`src/rtl/banked_sp_ram_if.sv`:
```
// Request/response bundle for banked_sp_ram: valid/ready request channel plus read-response strobe.
// Master drives requests; slave returns ready and read data with its strobe.
interface banked_sp_ram_if #(
  parameter int WCOUNT  = 256,
  parameter int WLENGTH = 4
);
  logic                       req_valid;
  logic                       req_ready;
  logic                       req_we;
  logic [$clog2(WCOUNT)-1:0]  req_addr;
  logic [WLENGTH-1:0]         req_wdata;
  logic                       rsp_valid;
  logic [WLENGTH-1:0]         rsp_rdata;

  modport master (
    output req_valid, req_we, req_addr, req_wdata,
    input  req_ready, rsp_valid, rsp_rdata
  );

  modport slave (
    input  req_valid, req_we, req_addr, req_wdata,
    output req_ready, rsp_valid, rsp_rdata
  );
endinterface

```
`src/rtl/banked_sp_ram.sv`:
```
// Banked single-port SRAM with post-reset clear engine; optional stuck-at read fault via SRAM_FAULT_INJ_EN.
// Reads return 2 cycles after acceptance; req_ready is low only while the clear engine runs.
module banked_sp_ram #(
  parameter int                 WCOUNT   = 256,
  parameter int                 WLENGTH  = 4,
  parameter int                 NBANKS   = 4,
  parameter logic [WLENGTH-1:0] INIT_VAL = '0
) (
  input  logic                clk,
  input  logic                rst_n,
  banked_sp_ram_if.slave      bus,
  output logic                init_busy
`ifdef SRAM_FAULT_INJ_EN
  ,
  input  logic                                        flt_en,
  input  logic [$clog2(WCOUNT)-1:0]                   flt_addr,
  input  logic [((WLENGTH > 1) ? $clog2(WLENGTH) : 1)-1:0] flt_bit,
  input  logic                                        flt_val
`endif
);

  localparam int ROWS = WCOUNT / NBANKS;
  localparam int BW   = (NBANKS > 1) ? $clog2(NBANKS) : 1;
  localparam int RW   = (ROWS > 1) ? $clog2(ROWS) : 1;
  localparam logic [RW-1:0] LAST_ROW = RW'(ROWS - 1);

  typedef enum logic {S_INIT, S_RUN} state_t;

  state_t             r_state;
  state_t             w_state_nxt;
  logic [RW-1:0]      r_row_cnt;
  logic [RW-1:0]      w_row_cnt_nxt;
  logic               w_init_we;
  logic               w_acc;
  logic [BW-1:0]      w_req_bank;
  logic [RW-1:0]      w_req_row;

  logic               r_s1_vld;
  logic               r_s1_we;
  logic [BW-1:0]      r_s1_bank;
  logic [RW-1:0]      r_s1_row;
  logic [WLENGTH-1:0] r_s1_wdata;

  logic               r_rsp_vld;
  logic [WLENGTH-1:0] r_rsp_rdata;
  logic [WLENGTH-1:0] w_bank_rd [NBANKS];
  logic [WLENGTH-1:0] w_rd_raw;
  logic [WLENGTH-1:0] w_rd_dat;

  always_ff @(posedge clk or negedge rst_n) begin
    if (!rst_n) begin
      r_state   <= S_INIT;
      r_row_cnt <= '0;
    end else begin
      r_state   <= w_state_nxt;
      r_row_cnt <= w_row_cnt_nxt;
    end
  end

  always_comb begin
    w_state_nxt   = r_state;
    w_row_cnt_nxt = r_row_cnt;
    w_init_we     = 1'b0;
    bus.req_ready = 1'b0;
    init_busy     = 1'b0;
    case (r_state)
      S_INIT: begin
        init_busy = 1'b1;
        w_init_we = 1'b1;
        if (r_row_cnt == LAST_ROW) begin
          w_state_nxt = S_RUN;
        end else begin
          w_row_cnt_nxt = r_row_cnt + 1'b1;
        end
      end
      S_RUN: begin
        bus.req_ready = 1'b1;
      end
      default: begin
        w_state_nxt = S_INIT;
      end
    endcase
  end

  // Power-of-two geometry: these reduce to plain MSB/LSB slices of the address.
  assign w_acc      = bus.req_valid && bus.req_ready;
  assign w_req_bank = BW'(bus.req_addr / ROWS);
  assign w_req_row  = RW'(bus.req_addr % ROWS);

  always_ff @(posedge clk or negedge rst_n) begin
    if (!rst_n) begin
      r_s1_vld   <= 1'b0;
      r_s1_we    <= 1'b0;
      r_s1_bank  <= '0;
      r_s1_row   <= '0;
      r_s1_wdata <= '0;
    end else begin
      r_s1_vld <= w_acc;
      if (w_acc) begin
        r_s1_we    <= bus.req_we;
        r_s1_bank  <= w_req_bank;
        r_s1_row   <= w_req_row;
        r_s1_wdata <= bus.req_wdata;
      end
    end
  end

  // Storage carries no reset; only the clear engine defines its contents.
  genvar gb;
  for (gb = 0; gb < NBANKS; gb++) begin : g_bank
    logic [WLENGTH-1:0] r_mem [ROWS];

    always_ff @(posedge clk) begin
      if (w_init_we) begin
        r_mem[r_row_cnt] <= INIT_VAL;
      end else if (r_s1_vld && r_s1_we && (r_s1_bank == BW'(gb))) begin
        r_mem[r_s1_row] <= r_s1_wdata;
      end
    end

    assign w_bank_rd[gb] = r_mem[r_s1_row];
  end

  assign w_rd_raw = w_bank_rd[r_s1_bank];

`ifdef SRAM_FAULT_INJ_EN
  logic [BW-1:0] w_flt_bank;
  logic [RW-1:0] w_flt_row;

  assign w_flt_bank = BW'(flt_addr / ROWS);
  assign w_flt_row  = RW'(flt_addr % ROWS);

  // The stuck-at only overrides the returned word; the stored cell is left intact.
  always_comb begin
    w_rd_dat = w_rd_raw;
    if (flt_en && (w_flt_bank == r_s1_bank) && (w_flt_row == r_s1_row) &&
        (int'(flt_bit) < WLENGTH)) begin
      w_rd_dat[flt_bit] = flt_val;
    end
  end
`else
  assign w_rd_dat = w_rd_raw;
`endif

  always_ff @(posedge clk or negedge rst_n) begin
    if (!rst_n) begin
      r_rsp_vld   <= 1'b0;
      r_rsp_rdata <= '0;
    end else begin
      r_rsp_vld <= r_s1_vld && !r_s1_we;
      if (r_s1_vld && !r_s1_we) begin
        r_rsp_rdata <= w_rd_dat;
      end
    end
  end

  assign bus.rsp_valid = r_rsp_vld;
  assign bus.rsp_rdata = r_rsp_rdata;

endmodule

```
`src/flat_wrapper.sv`:
```
// flat-port wrapper written by rule: the top's interface ports become plain ports
module banked_sp_ram_flat 
#(
  parameter int                 WCOUNT   = 256,
  parameter int                 WLENGTH  = 4,
  parameter int                 NBANKS   = 4,
  parameter logic [WLENGTH-1:0] INIT_VAL = '0
)
  (clk, rst_n, init_busy, bus_req_valid, bus_req_we, bus_req_addr, bus_req_wdata, bus_req_ready, bus_rsp_valid, bus_rsp_rdata);
  banked_sp_ram_if #(.WCOUNT(WCOUNT), .WLENGTH(WLENGTH)) bus_i ();
  input  logic clk;
  input  logic rst_n;
  output logic init_busy;
  input wire logic [$bits(bus_i.req_valid)-1:0] bus_req_valid;
  input wire logic [$bits(bus_i.req_we)-1:0] bus_req_we;
  input wire logic [$bits(bus_i.req_addr)-1:0] bus_req_addr;
  input wire logic [$bits(bus_i.req_wdata)-1:0] bus_req_wdata;
  output wire logic [$bits(bus_i.req_ready)-1:0] bus_req_ready;
  output wire logic [$bits(bus_i.rsp_valid)-1:0] bus_rsp_valid;
  output wire logic [$bits(bus_i.rsp_rdata)-1:0] bus_rsp_rdata;
  assign bus_i.req_valid = bus_req_valid;
  assign bus_i.req_we = bus_req_we;
  assign bus_i.req_addr = bus_req_addr;
  assign bus_i.req_wdata = bus_req_wdata;
  assign bus_req_ready = bus_i.req_ready;
  assign bus_rsp_valid = bus_i.rsp_valid;
  assign bus_rsp_rdata = bus_i.rsp_rdata;
  banked_sp_ram #(.WCOUNT(WCOUNT), .WLENGTH(WLENGTH), .NBANKS(NBANKS), .INIT_VAL(INIT_VAL)) u_core (.clk(clk), .rst_n(rst_n), .bus(bus_i), .init_busy(init_busy));
endmodule
```
`config.mk`:
```
export PLATFORM = sky130hd
export DESIGN_NAME = banked_sp_ram_flat
export DESIGN_NICKNAME = d
export VERILOG_FILES = /design/src/rtl/banked_sp_ram_if.sv /design/src/rtl/banked_sp_ram.sv /design/src/flat_wrapper.sv
export SDC_FILE = /design/constraint.sdc
export NUM_CORES = 1
export LEC_CHECK = 0
export CORE_MARGIN = 8
export CORE_UTILIZATION = 34
export DETAILED_ROUTE_END_ITERATION = 10
export PLACE_DENSITY_LB_ADDON = 0.08
export SETUP_SLACK_MARGIN = 0.02
export SLEW_MARGIN = 20
export SYNTH_ARGS = -nofsm -noshare
export SYNTH_HDL_FRONTEND = slang
export SYNTH_SLANG_ARGS = --single-unit
```
`constraint.sdc`:
```
create_clock -name clk -period 3.3 [get_ports clk]
set_input_delay 0.99 -clock clk [delete_from_list [all_inputs] [get_ports clk]]
set_output_delay 0.99 -clock clk [all_outputs]
set_load 0.02 [all_outputs]
```
==> qor.txt <==
Outcome = complete, no violations
Mapped Avg Cell Area = 18.4 µm²
Final Hold Viols = 0
Number of max-cap violations = 0
Post-CTS setup buffers = 0
Clock Tree Root = clkbuf_16
Unrepaired setup endpoints after global routing = no
Reg2reg start = u_core.r_s1_row[0]
Syn_nets = 2320
Cell Chain, Critical Path = buf_12 > buf_12 > mux4_2 > mux4_2 > o2111ai_1 > nand2_1 > nor4_2 > o32ai_1
Clock Latency Late Sink = 0.69 ns
Synthesis Warnings = 0
Post-route DRC = 0
Yosys top cell by area = edfxtp_1
RD Place Congestion = 0.819
CTS Buffer Depth = 3
Core Rows = 129
Core ar. = 124000 µm²
Grt ovf = 0
Mapped Cells = 2303
Num Clock Sinks = 1050
Initial Utilization = 0.343
Xor-xnor portion of the synthesized cell area = 0.00103
Distinct cells, synth = 63
Area growth syn-to-layout = 16.4%
CTS tree = done
Initial DRC count = 1890
Synth Flop Type = edfxtp_1
R2R setup slack = 0.15 ns
Critical Path AT = 3.68 ns
Final hold slack = 0.609 ns
Area share of the largest cell type after synthesis = 0.726
Setup violators final = 0
Share of the yosys chip area belonging to registers = 0.741
DIE AREA = 136000 µm²
Leak = 13.8 nW
Final Instance Area = 49300 µm²
Largest family of logic cells by synthesized area = multiplexers
Rel. slew slack = 0.282
Final core utilization = 0.399
Min Tclk post-route = 3.15 ns
Hold Crit Depth = 1
Wirelength per Cell = 29.2 µm
Hold buffers post-CTS = 0
Layout cell share with drive strength beyond 1 = 0.244
Antenna violations before repair = 0
Cts repair resizes = 2
Layout fillers = 11201
Hold wc startpoint = u_core.r_s1_we
Largest delay contributor family on the critical path = multiplexers
Cell Pwr Density = 550 nW/µm²
Power Total = 0.0271 W
Reg2Reg Depth = 8
Hold EP = u_core.r_s1_we
Antenna-violating nets left = 0
Total Wirelength = 123 mm
CP Capture Type = flop
Maximum clock frequency = 317 MHz
Final net count = 2506
Top cells by area, synth = edfxtp_1 73%, mux4_2 13%, nor2_1 2.7%
Setup Crit Path Kind = reg2reg
GRT Overall Usage = 0.178
CP Max Fanout = 17
CP bufs+invs = 2
Routed vias/inst = 5.34
Drt pass-1 iters = 5
Mapped Area = 42400 µm²
Slew @ Worst Pin = 1.05 ns
Placed inst area = 45600 µm²
Startpoint Class = flop
Die X = 369 µm
Final Cycle Share = 0.955
Compound-Gate Fraction of Synth Area = 0.0309
Largest net degree at the start of global routing = 65
Largest stage delay on the critical path = 0.57 ns
Max-slew violation count = 0
Vias = 22503
Fin Setup TNS = 0 ns
Clock-pin slew on the worst setup and hold paths = 0.06 ns
WP data required = 3.83 ns
Dpl hpwl = 81.0 mm
Hold Crit Class = reg2reg
Ys async rst share = 0.0248
Total clock buffers created by CTS = 112
Global-route wire length before repair = 177 mm
Post-synthesis simple-gate area fraction = 0.0600
Vias in the first global route = 23390
PortBufs = 22
H-tree levels = 3
Critical R2R Capture = u_core.bus.rsp_rdata[0]
Final Skew = 0.0216 ns
Synth Area in Adders = 0.000295
Die Ht = 369 µm
Antenna diodes = 0
Post-synth EDFFs = 1024
Max IR drop VDD = 0.406 mV
# IOs = 23
Mux cell area share after synthesis = 0.148
Flip-flop and latch count after synthesis = 1050
CP max stage cell = dfrtp_4
flip-flops by register name, indices dropped and copies added (netlist names):
signal and cells:
u_core.g_bank.r_mem 1024, u_core.r_row_cnt 6, u_core.r_s1_row 6, u_core.bus.rsp_rdata 4, u_core.r_s1_wdata 4, u_core.r_s1_bank 2
u_core.bus.rsp_valid 1, u_core.r_s1_vld 1, u_core.r_s1_we 1, u_core.r_state 1
stage by stage:
step | instances | setup WS, ns
3_3_place_gp | 4012 | -0.141
6_report | 4217 | 0.149
3_5_place_dp | 4012 | -0.0883
4_1_cts | 4217 | 0.0992
5_1_grt | 4217 | 0.0377
2_1_floorplan | 2303 | 0.635
layout by cell type, fill, tap and decap left out, types with 10 or more instances in the layout:
| cell type | netlist | routed |
|---|---|---|
| a211oi_1 | 17 | 17 |
| a21oi_1 | 26 | 26 |
| a221oi_1 | 12 | 12 |
| a31oi_1 | 14 | 13 |
| and3_1 | 25 | 13 |
| and3_2 | 0 | 12 |
| buf_12 | 1 | 32 |
| buf_4 | 9 | 139 |
| bufinv_16 | 0 | 15 |
| clkbuf_1 | 57 | 15 |
| clkbuf_16 | 0 | 114 |
| clkdlybuf4s50_1 | 0 | 22 |
| clkinv_1 | 0 | 21 |
| clkinv_2 | 0 | 30 |
| dfrtp_1 | 26 | 20 |
| edfxtp_1 | 1024 | 1024 |
| mux2_2 | 13 | 13 |
| mux2i_1 | 60 | 60 |
| mux4_2 | 245 | 245 |
| nand2_1 | 180 | 180 |
| nand2b_1 | 10 | 10 |
| nand3_1 | 25 | 25 |
| nor2_1 | 302 | 301 |
| nor2b_1 | 16 | 16 |
| nor3_1 | 15 | 15 |
| o21ai_0 | 34 | 34 |
| o21ai_1 | 16 | 16 |
final cells by class:
type                            count  area, µm²  share of cell area
Timing Repair Buffer              193       1900              0.0386
Tap cell                         1637       2050              0.0415
Sequential cell                  1050      31400               0.637
Clock inverter                     76        773              0.0157
Multi-Input combinational cell   1122      10200               0.208
Inverter                           10       38.8            0.000786
Clock buffer                      129       2910              0.0590
per-layer routing:
layer / global-route usage / part of all wire / vias up / wire, µm
met5: 0 / 0 / - / 0
met4: 0.0440 / 0.022 / 0 / 2690
met3: 0.0263 / 0.049 / 152 / 6030
met2: 0.279 / 0.46 / 665 / 56800
met1: 0.262 / 0.47 / 12038 / 57500
li1: - / - / 9648 / -
report_power, final:
group          switching [W]  total (W)  internal, W  leakage, nW
Clock                0.00523     0.0127      0.00746         1.81
Sequential                 0     0.0144       0.0144         7.45
Combinational      0.0000233  0.0000400    0.0000167         4.57
Total                0.00526     0.0271       0.0219         13.8
cell families (layout without fill, tap and decap cells):
kind of cell / count (synthesis) / in the layout
and+or+nand+nor: 605 / 605
DFF: 1050 / 1050
xor gates and xnor gates: 5 / 5
muxes: 320 / 320
buffers and inverters: 131 / 408
adders and majority gates: 1 / 1
AOI/OAI and AO/OA: 191 / 191
how the worst max path moves through the flow:
stage | start | to | slack (ns) | cells after the start
final | u_core.r_s1_row[0] | u_core.bus.rsp_rdata[0] | 0.15 | 8
after global routing | u_core.r_s1_row[0] | u_core.bus.rsp_rdata[0] | 0.04 | 8
after CTS | u_core.r_s1_row[0] | u_core.bus.rsp_rdata[1] | 0.1 | 9
after detailed placement | u_core.r_s1_row[0] | u_core.bus.rsp_rdata[0] | -0.09 | 8
after floorplan | u_core.r_state | u_core.g_bank[3].r_mem[0][0] | 0.63 | 5
after global placement | u_core.r_s1_row[0] | u_core.bus.rsp_rdata[0] | -0.14 | 8
worst reg2reg max path, stage by stage (launching register included):
cell and delay, ns:
dfrtp_4 0.57, buf_12 0.22, buf_12 0.23, mux4_2 0.52, mux4_2 0.53, o2111ai_1 0.21, nand2_1 0.09, nor4_2 0.43
o32ai_1 0.18
synthesized netlist by cell type, types with 3 or more instances:
cell and number:
nor4_1 8, buf_6 22, nand4_1 4, o21ai_1 16, edfxtp_1 1024, o21a_1 3, o32ai_1 5, nand2b_1 10
a31oi_1 14, buf_4 9, buf_1 4, xnor2_1 3, mux2i_1 60, o2111ai_1 3, o22ai_1 6, nor2_1 302
mux2_2 13, buf_2 25, nand3b_1 4, a211oi_1 17, mux4_2 245, o31ai_1 4, a41oi_1 4, a221oi_1 12
dfrtp_1 26, nand2_1 180, nand3_1 25, clkbuf_1 57, nor2b_1 16, and2_1 8, o21ai_0 34, a21o_1 4
o311ai_1 4, a32oi_1 8, and3_1 25, o211ai_1 7, buf_8 3, a311oi_1 6, a21oi_1 26, o221ai_1 5
nor3_1 15, inv_1 9
Power figures use the tool's default switching activity.
